### config.mk
export PLATFORM = sky130hd
export DESIGN_NAME = rx_demux_flat
export DESIGN_NICKNAME = d
export VERILOG_FILES = /design/src/rtl/rx_demux_if.sv /design/src/rtl/rx_demux.sv /design/src/flat_wrapper.sv
export SDC_FILE = /design/constraint.sdc
export NUM_CORES = 1
export LEC_CHECK = 0
export CORE_ASPECT_RATIO = 0.8
export CORE_MARGIN = 10
export CORE_UTILIZATION = 50
export CTS_BUF_LIST = sky130_fd_sc_hd__clkbuf_4 sky130_fd_sc_hd__clkbuf_8
export DETAILED_ROUTE_END_ITERATION = 10
export PLACE_DENSITY_LB_ADDON = 0.08
export SETUP_SLACK_MARGIN = 0.1
export SLEW_MARGIN = 20
export SYNTH_ARGS = -nofsm -noshare
export SYNTH_HDL_FRONTEND = slang
export SYNTH_SLANG_ARGS = --single-unit
### constraint.sdc
create_clock -name clk -period 3.2 [get_ports clk]
set_input_delay 0.8 -clock clk [delete_from_list [all_inputs] [get_ports clk]]
set_output_delay 0.8 -clock clk [all_outputs]
set_load 0.05 [all_outputs]
### src/rtl/rx_demux_if.sv
// rtl/rx_demux_if.sv - rx fifo, per-channel output and error signals of rx_demux
interface rx_demux_if;
    logic [7:0]  rdata;
    logic        rempty;
    logic        rinc;
    logic [15:0] out_0;
    logic [15:0] out_1;
    logic [15:0] out_2;
    logic [15:0] out_3;
    logic [3:0]  valid;
    logic [3:0]  ack;
    logic        err;
    logic [7:0]  err_cnt;

    modport master (
        input  rdata, rempty, ack,
        output rinc, out_0, out_1, out_2, out_3, valid, err, err_cnt
    );

    modport slave (
        output rdata, rempty, ack,
        input  rinc, out_0, out_1, out_2, out_3, valid, err, err_cnt
    );
endinterface

### src/rtl/rx_demux.sv
// rtl/rx_demux.sv - splits 3-byte header/MSB/LSB frames from an rx fifo onto four word channels
module rx_demux (
    input  logic       clk,
    input  logic       rst_n,
    rx_demux_if.master bus
);
    typedef enum logic [1:0] {HDR, MSB, LSB, DELIVER} state_t;

    state_t      state;
    state_t      state_nxt;
    logic [1:0]  ch;
    logic [15:0] word;
    logic [15:0] out_r [4];
    logic [3:0]  valid_r;
    logic        err_r;
    logic [7:0]  err_cnt_r;

    logic        pop;
    logic        hdr_ok;
    logic        hdr_bad;
    logic        load;

    always_comb begin
        state_nxt = state;
        pop       = 1'b0;
        hdr_ok    = 1'b0;
        hdr_bad   = 1'b0;
        load      = 1'b0;
        case (state)
            HDR: begin
                if (!bus.rempty) begin
                    pop = 1'b1;
                    if (bus.rdata[7:2] == 6'd0) begin
                        hdr_ok    = 1'b1;
                        state_nxt = MSB;
                    end else begin
                        hdr_bad = 1'b1;
                    end
                end
            end
            MSB: begin
                if (!bus.rempty) begin
                    pop       = 1'b1;
                    state_nxt = LSB;
                end
            end
            LSB: begin
                if (!bus.rempty) begin
                    pop       = 1'b1;
                    state_nxt = DELIVER;
                end
            end
            DELIVER: begin
                // a same-cycle ack frees the slot, so the new word can replace the old one
                if (!valid_r[ch] || bus.ack[ch]) begin
                    load      = 1'b1;
                    state_nxt = HDR;
                end
            end
            default: state_nxt = HDR;
        endcase
    end

    always_ff @(posedge clk or negedge rst_n) begin
        if (!rst_n) begin
            state <= HDR;
        end else begin
            state <= state_nxt;
        end
    end

    always_ff @(posedge clk or negedge rst_n) begin
        if (!rst_n) begin
            ch        <= 2'd0;
            word      <= 16'h0000;
            valid_r   <= 4'h0;
            err_r     <= 1'b0;
            err_cnt_r <= 8'h00;
            for (int n = 0; n < 4; n++) begin
                out_r[n] <= 16'h0000;
            end
        end else begin
            if (hdr_ok) begin
                ch <= bus.rdata[1:0];
            end
            if (state == MSB && pop) begin
                word[15:8] <= bus.rdata;
            end
            if (state == LSB && pop) begin
                word[7:0] <= bus.rdata;
            end
            err_r <= hdr_bad;
            if (hdr_bad && err_cnt_r != 8'hFF) begin
                err_cnt_r <= err_cnt_r + 8'd1;
            end
            for (int n = 0; n < 4; n++) begin
                if (load && ch == 2'(n)) begin
                    valid_r[n] <= 1'b1;
                    out_r[n]   <= word;
                end else if (bus.ack[n]) begin
                    valid_r[n] <= 1'b0;
                end
            end
        end
    end

    assign bus.rinc    = pop;
    assign bus.out_0   = out_r[0];
    assign bus.out_1   = out_r[1];
    assign bus.out_2   = out_r[2];
    assign bus.out_3   = out_r[3];
    assign bus.valid   = valid_r;
    assign bus.err     = err_r;
    assign bus.err_cnt = err_cnt_r;
endmodule

### src/flat_wrapper.sv
// flat-port wrapper written by rule: the top's interface ports become plain ports
module rx_demux_flat 
  (clk, rst_n, bus_rdata, bus_rempty, bus_ack, bus_rinc, bus_out_0, bus_out_1, bus_out_2, bus_out_3, bus_valid, bus_err, bus_err_cnt);
  rx_demux_if bus_i ();
  input  logic clk;
  input  logic rst_n;
  input wire logic [$bits(bus_i.rdata)-1:0] bus_rdata;
  input wire logic [$bits(bus_i.rempty)-1:0] bus_rempty;
  input wire logic [$bits(bus_i.ack)-1:0] bus_ack;
  output wire logic [$bits(bus_i.rinc)-1:0] bus_rinc;
  output wire logic [$bits(bus_i.out_0)-1:0] bus_out_0;
  output wire logic [$bits(bus_i.out_1)-1:0] bus_out_1;
  output wire logic [$bits(bus_i.out_2)-1:0] bus_out_2;
  output wire logic [$bits(bus_i.out_3)-1:0] bus_out_3;
  output wire logic [$bits(bus_i.valid)-1:0] bus_valid;
  output wire logic [$bits(bus_i.err)-1:0] bus_err;
  output wire logic [$bits(bus_i.err_cnt)-1:0] bus_err_cnt;
  assign bus_i.rdata = bus_rdata;
  assign bus_i.rempty = bus_rempty;
  assign bus_i.ack = bus_ack;
  assign bus_rinc = bus_i.rinc;
  assign bus_out_0 = bus_i.out_0;
  assign bus_out_1 = bus_i.out_1;
  assign bus_out_2 = bus_i.out_2;
  assign bus_out_3 = bus_i.out_3;
  assign bus_valid = bus_i.valid;
  assign bus_err = bus_i.err;
  assign bus_err_cnt = bus_i.err_cnt;
  rx_demux u_core (.clk(clk), .rst_n(rst_n), .bus(bus_i));
endmodule
Word-level counts from Yosys, hierarchy flattened

Cells that the tools add are included.

Register bits after elaboration: 97
Bits in latches: 0
RAM bits: 0
Memory bits (read-only): 0
Output and inout port bits: 78
Memories: 0

Add/sub/neg operators: 1
Multipliers: 0
Divide/modulo/power cells: 0
Order comparisons: 1
Equal/unequal tests: 12
Shifts and indexed selects: 0
Muxes and demuxes: 28
Bitwise gates (word level): 0
Reduce and logical (&&, ||, !) cells: 18

Operators with widths:

| operator            | count |
|---|---|
| $mux 1              | 20 |
| $mux 2              | 5 |
| $add 8x1->8 const B | 1 |
| $eq 2x2->1 const B  | 4 |
| $ne 8x8->1 const B  | 1 |
| $pmux 2 s4          | 1 |
| $reduce_bool 2->1   | 4 |
| $logic_and 1x1->1   | 7 |
| $logic_not 6->1     | 1 |
| $ne 2x2->1 const B  | 3 |
| $reduce_and 5->1    | 1 |
| $bmux 1 s2          | 2 |
| $eq 2x1->1 const B  | 2 |
| $logic_not 2->1     | 2 |
| $ne 2x1->1 const B  | 2 |
| $lt 2x3->1 const B  | 1 |
| $reduce_or 3->1     | 1 |
| $logic_not 1->1     | 1 |
| $logic_or 1x1->1    | 1 |

Longest topological paths before layout

Gate-level depths: netlist of run 1.

Depth after elaboration: 8
Mapped depth: 7

Worst setup path before layout of run 1

Ideal clock, no wire load.

Kind: input to register
Start: input bus_rempty
End: register u_core.word[0]
Library setup time: 125 ps
Arrival: 2346 ps
Data required time: 3075 ps
Setup slack: 730 ps
Stages on the path: 4
Buffers on the path: 1
Cells stage by stage: nor2_1 and2_1 clkbuf_1 mux2_2

Cells in the longest elaborated chain, start to end: 3

Ends and longest elaborated chain:

| item                 | RTL line                                       | text |
|---|---|---|
| from (decl)          | flat_wrapper.sv:8                              | `input wire logic [$bits(bus_i.rempty)-1:0] bus_rempty;` |
| $mux 1               | rx_demux.sv:31, rx_demux.sv:42, rx_demux.sv:48 |  |
| $mux 1               | --                                             |  |
| $logic_and 1x1->1    | rx_demux.sv:89                                 | `if (state == LSB && pop) begin` |
| to (signal assigned) | rx_demux.sv:90                                 | `word[7:0] <= bus.rdata;` |
| to (decl)            | rx_demux.sv:12                                 | `logic [15:0] word;` |

Every way passes these cells.
A chain may end at the register's enable or synchronous reset.

Final worst setup path of run 1

Start: input bus_rempty
End: output bus_rinc

Cells in the longest elaborated chain, start to end: 2

Ends and longest elaborated chain:

| item      | RTL line                                       | text |
|---|---|---|
| $mux 1    | rx_demux.sv:31, rx_demux.sv:42, rx_demux.sv:48 |  |
| $mux 1    | --                                             |  |
| to (decl) | flat_wrapper.sv:10                             | `output wire logic [$bits(bus_i.rinc)-1:0] bus_rinc;` |

Every way passes these cells.

==> results of run 1 <==
final timing paths:
path | from | to | slack, ps | depth (start not counted)
worst max-delay path | bus_rempty | bus_rinc | 660 | 3
worst min-delay path | rst_n | u_core.bus.out_0[1]$_DFFE_PN0P_ | 440 | 1
worst max register to register | u_core.state[0]$_DFFE_PN0P_ | u_core.word[0]$_DFFE_PN0P_ | 1290 | 4
worst min register to register | u_core.bus.err_cnt[6]$_DFFE_PN0P_ | u_core.bus.err_cnt[6]$_DFFE_PN0P_ | 500 | 1
max in group asynchronous | rst_n | u_core.word[7]$_DFFE_PN0P_ | 2060 | 2
min in group clk | u_core.bus.err_cnt[6]$_DFFE_PN0P_ | u_core.bus.err_cnt[6]$_DFFE_PN0P_ | 500 | 1
layer usage:
metal  track usage  share of wire
met4       0.03131         0.0087
met3       0.07469          0.075
met5             0              0
met2        0.2456           0.47
met1        0.1818           0.45
stage by stage:
step | instance area (sq um) | hold slack [ps]
2_1_floorplan | 3860 | 504.4
3_3_place_gp | 4952 | 486.7
3_5_place_dp | 4952 | 486.9
4_1_cts | 5122 | 465.8
5_1_grt | 5122 | 469.2
6_report | 5122 | 443.9
state kept, by name, summed over array words and instances (netlist names):
signal,cells
u_core.ch,2
u_core.state,2
u_core.bus.err,1
u_core.bus.valid,4
u_core.bus.out_0,16
u_core.bus.out_2,16
u_core.bus.out_3,16
u_core.bus.out_1,16
u_core.bus.err_cnt,8
u_core.word,16
where the power goes:
part	leakage, uW	switching [uW]	internal [uW]
combinational	0.000994	1400	911
clock	0.0000802	412	297
sequential	0.00126	322	1610
logic make-up (layout without fill, tap and decap cells):
family,after synthesis,count (layout),share of synthesized area
DFF,97,97,0.6288
AOI/OAI and AO/OA,6,6,0.01394
xor gates and xnor gates,6,6,0.01361
and+or+nand+nor,35,35,0.05316
adders and majority gates,6,6,0.01945
buffers and inverters,15,122,0.01653
muxes,86,86,0.2545
cell type report:
class / count / area (sq um)
Sequential cell: 97 / 2427
Fill cell: 571 / 2340
Multi-Input combinational cell: 139 / 1375
Timing Repair Buffer: 101 / 996.0
Clock buffer: 10 / 137.6
Tap cell: 105 / 131.4
Clock inverter: 5 / 32.53
Inverter: 6 / 22.52
layout by cell type, fill, tap and decap left out:
cell              n
o221ai_1          1
nor2b_1           1
xor2_1            6
mux2i_1           1
nor2_2            1
nand3b_1          1
nand2_1           8
ha_1              6
buf_12            1
buf_4            10
nor4b_1           1
nor3b_4           1
inv_1             6
clkbuf_8         10
nand2b_1          4
nor3_1            1
mux2_1            1
o31ai_4           1
o21ai_0           1
mux4_2            1
mux2_2           82
and2_1            2
dfrtp_1          97
or4_4             1
a31oi_1           1
and4_1            1
clkdlybuf4s50_1  90
a21oi_1           1
nand3_1           3
clkinv_2          2
nor2_1            4
o31ai_1           1
clkinvlp_4        3
nor4_1            3
nor3_2            1
and3_1            1
nand4_1           1
mux2_4            1
==> flow_summary.yaml, run 1 <==
status:
  outcome: "complete, no violations"
synth:
  ys_types: 34
  synth_top_area_cell: "dfrtp_1"
  netlist_area_sq_um: 3860
  synth_top_cell_area_share: 0.6288
  post-synth-top-count-cell: "dfrtp_1"
  synthArstFlopShare: 1.000
  netlist_top_cells_count: "97 x dfrtp_1, 82 x mux2_2, 8 x nand2_1"
  syn_inst: 251
  synthFlopType: "dfrtp_1"
  yosys_warnings: 0
  ys_ff_latch: 97
  synth_area_per_cell_sq_um: 15.38
  syn-num-nets: 272
  seq_area_frac_synth: 0.6288
  synthTopCellsByArea: "dfrtp_1 63%, mux2_2 24%, ha_1 1.9%"
  synth-edff-count: 0
floorplanning:
  initial_core_util: 0.5173
  fp.dieH_um: 98.59
  die_w_um: 118.2
  core_area_sq_um: 7462
  num_rows: 28
  io_pins: 93
  die_area_sq_um: 11660
drt:
  drc_errors: 0
  routed_via_density: 5.151
  routedWlPerCell_um: 18.66
  drt_iter0_markers: 105
  vias: 2385
  firstDrtPassIters: 4
  antenna_left: 0
  wl_um: 8640
job:
  drv_cap: 0
setup_path:
  max_stage_delay_ps: 460
  cp_top_family: "buffers and inverters"
  startpoint_type: "primary input"
  critPathKind: "primary input to output port"
  worst_ep_arrival_time_ps: 1740
  worstPathCellList: "clkdlybuf4s50_1, nor2_1, buf_12"
  slowest_stage: "clkdlybuf4s50_1"
  path_buf_inv: 2
  end_kind: "output port"
  cp_max_fo: 3
  worstPathRequired_ps: 2400
placement:
  port_buffers: 92
  gp_congestion: 0.7715
  dp_slack_ps: 468.2
  dp_hpwl_um: 6301
  place_inst: 448
timing:
  fin_skew_ps: 9.097
  fin_ws_ps: 664.7
  rsz0062_at_grt: "no"
  hold_violations: 0
  tightest_slew_ps: 602.9
  setup_tns_ps: 0
  setup_viol: 0
  fin_crit_sh: 0.7923
  fmax_mhz: 394.4
  slew_violations: 0
  relSlewSlack: 0.5981
  period_minus_slack_ps: 2535
grt:
  grt_pass1_vias: 2571
  grt_pass1_wl_um: 14120
  grt_max_degree: 49
  antenna_found_initial: 0
  globalRouteTotalUtil: 0.1523
  gr-total-overflow: 0
finish:
  antenna_cells: 0
  nets: 375
  area_growth_pct: 32.71
  final_util: 0.6865
  instances_no_fill: 463
  drive_gt1_frac: 0.3212
clocking:
  clock_path_buffers: 2
  clk_pin_slew_ps: 90
  cts_resized: 0
  cts_tree: "done"
  cts.sinks: 97
  postCtsSetupBuffers: 0
  cts-htree-levels: 3
  root_buffer: "clkbuf_8"
  postCtsHoldBufs: 0
  cts_buffers: 9
  clk_latency_ps: 360
power:
  p_leak_uw: 0.002336
  vdd_drop_max_uv: 490.4
  total_power_uw: 4958
  p_per_area_nw_per_um2: 968.0
min_path:
  hold_class: "primary input to async pin"
Power figures use the tool's default switching activity.
==> inputs of run 2 (changes only) <==
- clock period: 3.2 -> 2.4 ns (I/O delays scaled with it)
==> flow_summary.yaml, run 2 (synthesis results as in run 1) <==
status:
  outcome: "complete, no violations"
setup_path:
  path_depth: 1
  r2r-start: "u_core.state[0]$_DFFE_PN0P_"
  worstPathRequired_ps: 1800
  cp_max_fo: 5
  path_buf_inv: 1
  cp_top_family: "buffers and inverters"
  worst_ep_arrival_time_ps: 1630
  rr_worst_depth: 7
  worstPathCellList: "clkdlybuf4s50_1"
  startpoint_type: "flop"
  max_stage_delay_ps: 840
  startpoint: "u_core.bus.err_cnt[4]$_DFFE_PN0P_"
  critPathKind: "flop to output port"
  end_kind: "output port"
  slowest_stage: "clkdlybuf4s50_1"
grt:
  antenna_found_initial: 0
  globalRouteTotalUtil: 0.1510
  gr-total-overflow: 0
  grt_pass1_wl_um: 14150
  grt_pass1_vias: 2637
  grt_max_degree: 43
power:
  p_clk_frac: 0.170
  p_sw_frac: 0.4140
  p_leak_uw: 0.002446
  vdd_drop_max_uv: 801.7
  intPower_uw: 4039
  p_per_area_nw_per_um2: 1302
  p_sw_uw: 2854
  p_comb_frac: 0.457
  pwr-share-seq: 0.373
timing:
  setup_tns_ps: 0
  whs_ps: 236.4
  hold_violations: 0
  tightest_slew_ps: 563.6
  relSlewSlack: 0.6242
  slew_violations: 0
  setup_viol: 0
  period_minus_slack_ps: 2228
  rsz0062_at_grt: "no"
  fin_crit_sh: 0.9285
  fmax_mhz: 448.8
  fin_skew_ps: 6.761
placement:
  gp_congestion: 0.7870
  dp_hpwl_um: 6288
  place_inst: 457
  port_buffers: 92
job:
  drv_cap: 0
floorplanning:
  fp.dieH_um: 98.59
  die_area_sq_um: 11660
  io_pins: 93
  core_area_sq_um: 7462
  initial_core_util: 0.5173
  die_w_um: 118.2
  num_rows: 28
finish:
  antenna_cells: 0
  area_growth_pct: 37.15
  instances_no_fill: 473
  nets: 384
  layout_common_cells: "97 x dfrtp_1, 87 x clkdlybuf4s50_1, 82 x mux2_2"
  drive_gt1_frac: 0.3397
  final_common_cell: "dfrtp_1"
clocking:
  cts_resized: 0
  postCtsHoldBufs: 0
  cts-htree-levels: 3
  cts_buffers: 9
  cts.sinks: 97
  cts_tree: "done"
  clock_path_buffers: 2
  clk_pin_slew_ps: 90
  clk_latency_ps: 360
  postCtsSetupBuffers: 0
  root_buffer: "clkbuf_8"
drt:
  routed_via_density: 5.104
  drt_iter0_markers: 62
  vias: 2414
  drc_errors: 0
  wl_um: 8541
  antenna_left: 0
  routedWlPerCell_um: 18.06
  firstDrtPassIters: 4
min_path:
  hold_class: "primary input to async pin"
run 2: cell type report:
| cell class | instances | area (sq um) |
|---|---|---|
| clock buffers | 10 | 137.6 |
| clock inverters | 6 | 91.34 |
| fillers | 545 | 2168 |
| inverters | 6 | 22.52 |
| multi-input cells | 139 | 1375 |
| flip-flops and latches | 97 | 2427 |
| well taps | 105 | 131.4 |
| repair buffers | 110 | 1109 |
run 2: metal layers:
metal / routed length [um] / share of wire / up-vias / global-route usage
li1: - / - / 1113 / -
met4: 57 / 0.0067 / 0 / 0.03890
met1: 3942 / 0.46 / 1234 / 0.1886
met2: 4046 / 0.47 / 59 / 0.2422
met3: 494 / 0.058 / 8 / 0.05758
met5: 0 / 0 / - / 0
run 2: final timing paths:
check	end	slack, ps
worst min register to register	u_core.bus.err_cnt[6]$_DFFE_PN0P_	500
worst min-delay path	u_core.bus.out_0[1]$_DFFE_PN0P_	240
worst max register to register	u_core.bus.err_cnt[4]$_DFFE_PN0P_	460
worst max-delay path	bus_err_cnt[4]	170
min in group clk	u_core.bus.err_cnt[6]$_DFFE_PN0P_	500
max in group asynchronous	u_core.bus.out_1[11]$_DFFE_PN0P_	1610
run 2: stage by stage:
step,util,power (uW),area (sq um),worst slack (ps)
floorplan,-,4599,3860,100.5
global placement,0.6777,5728,5057,21.75
detailed placement,0.6777,5789,5057,-46.49
CTS,0.7084,6979,5286,132.0
global route,0.7094,7247,5294,109.8
finish,0.7094,6893,5294,171.6
run 2: power by group through the flow:
stage	clock [uW]	combinational (uW)	sequential, uW
after floorplan	0	882	3720
after global placement	0	3140	2590
after detailed placement	0	3180	2610
after CTS	1210	3200	2580
after global routing	1260	3330	2660
final	1170	3150	2570
==> inputs of run 3 (changes only) <==
- SLEW_MARGIN: 20 -> 40
==> results of run 3 <==
Final layout, timing and power as in run 2 (identical DEF).
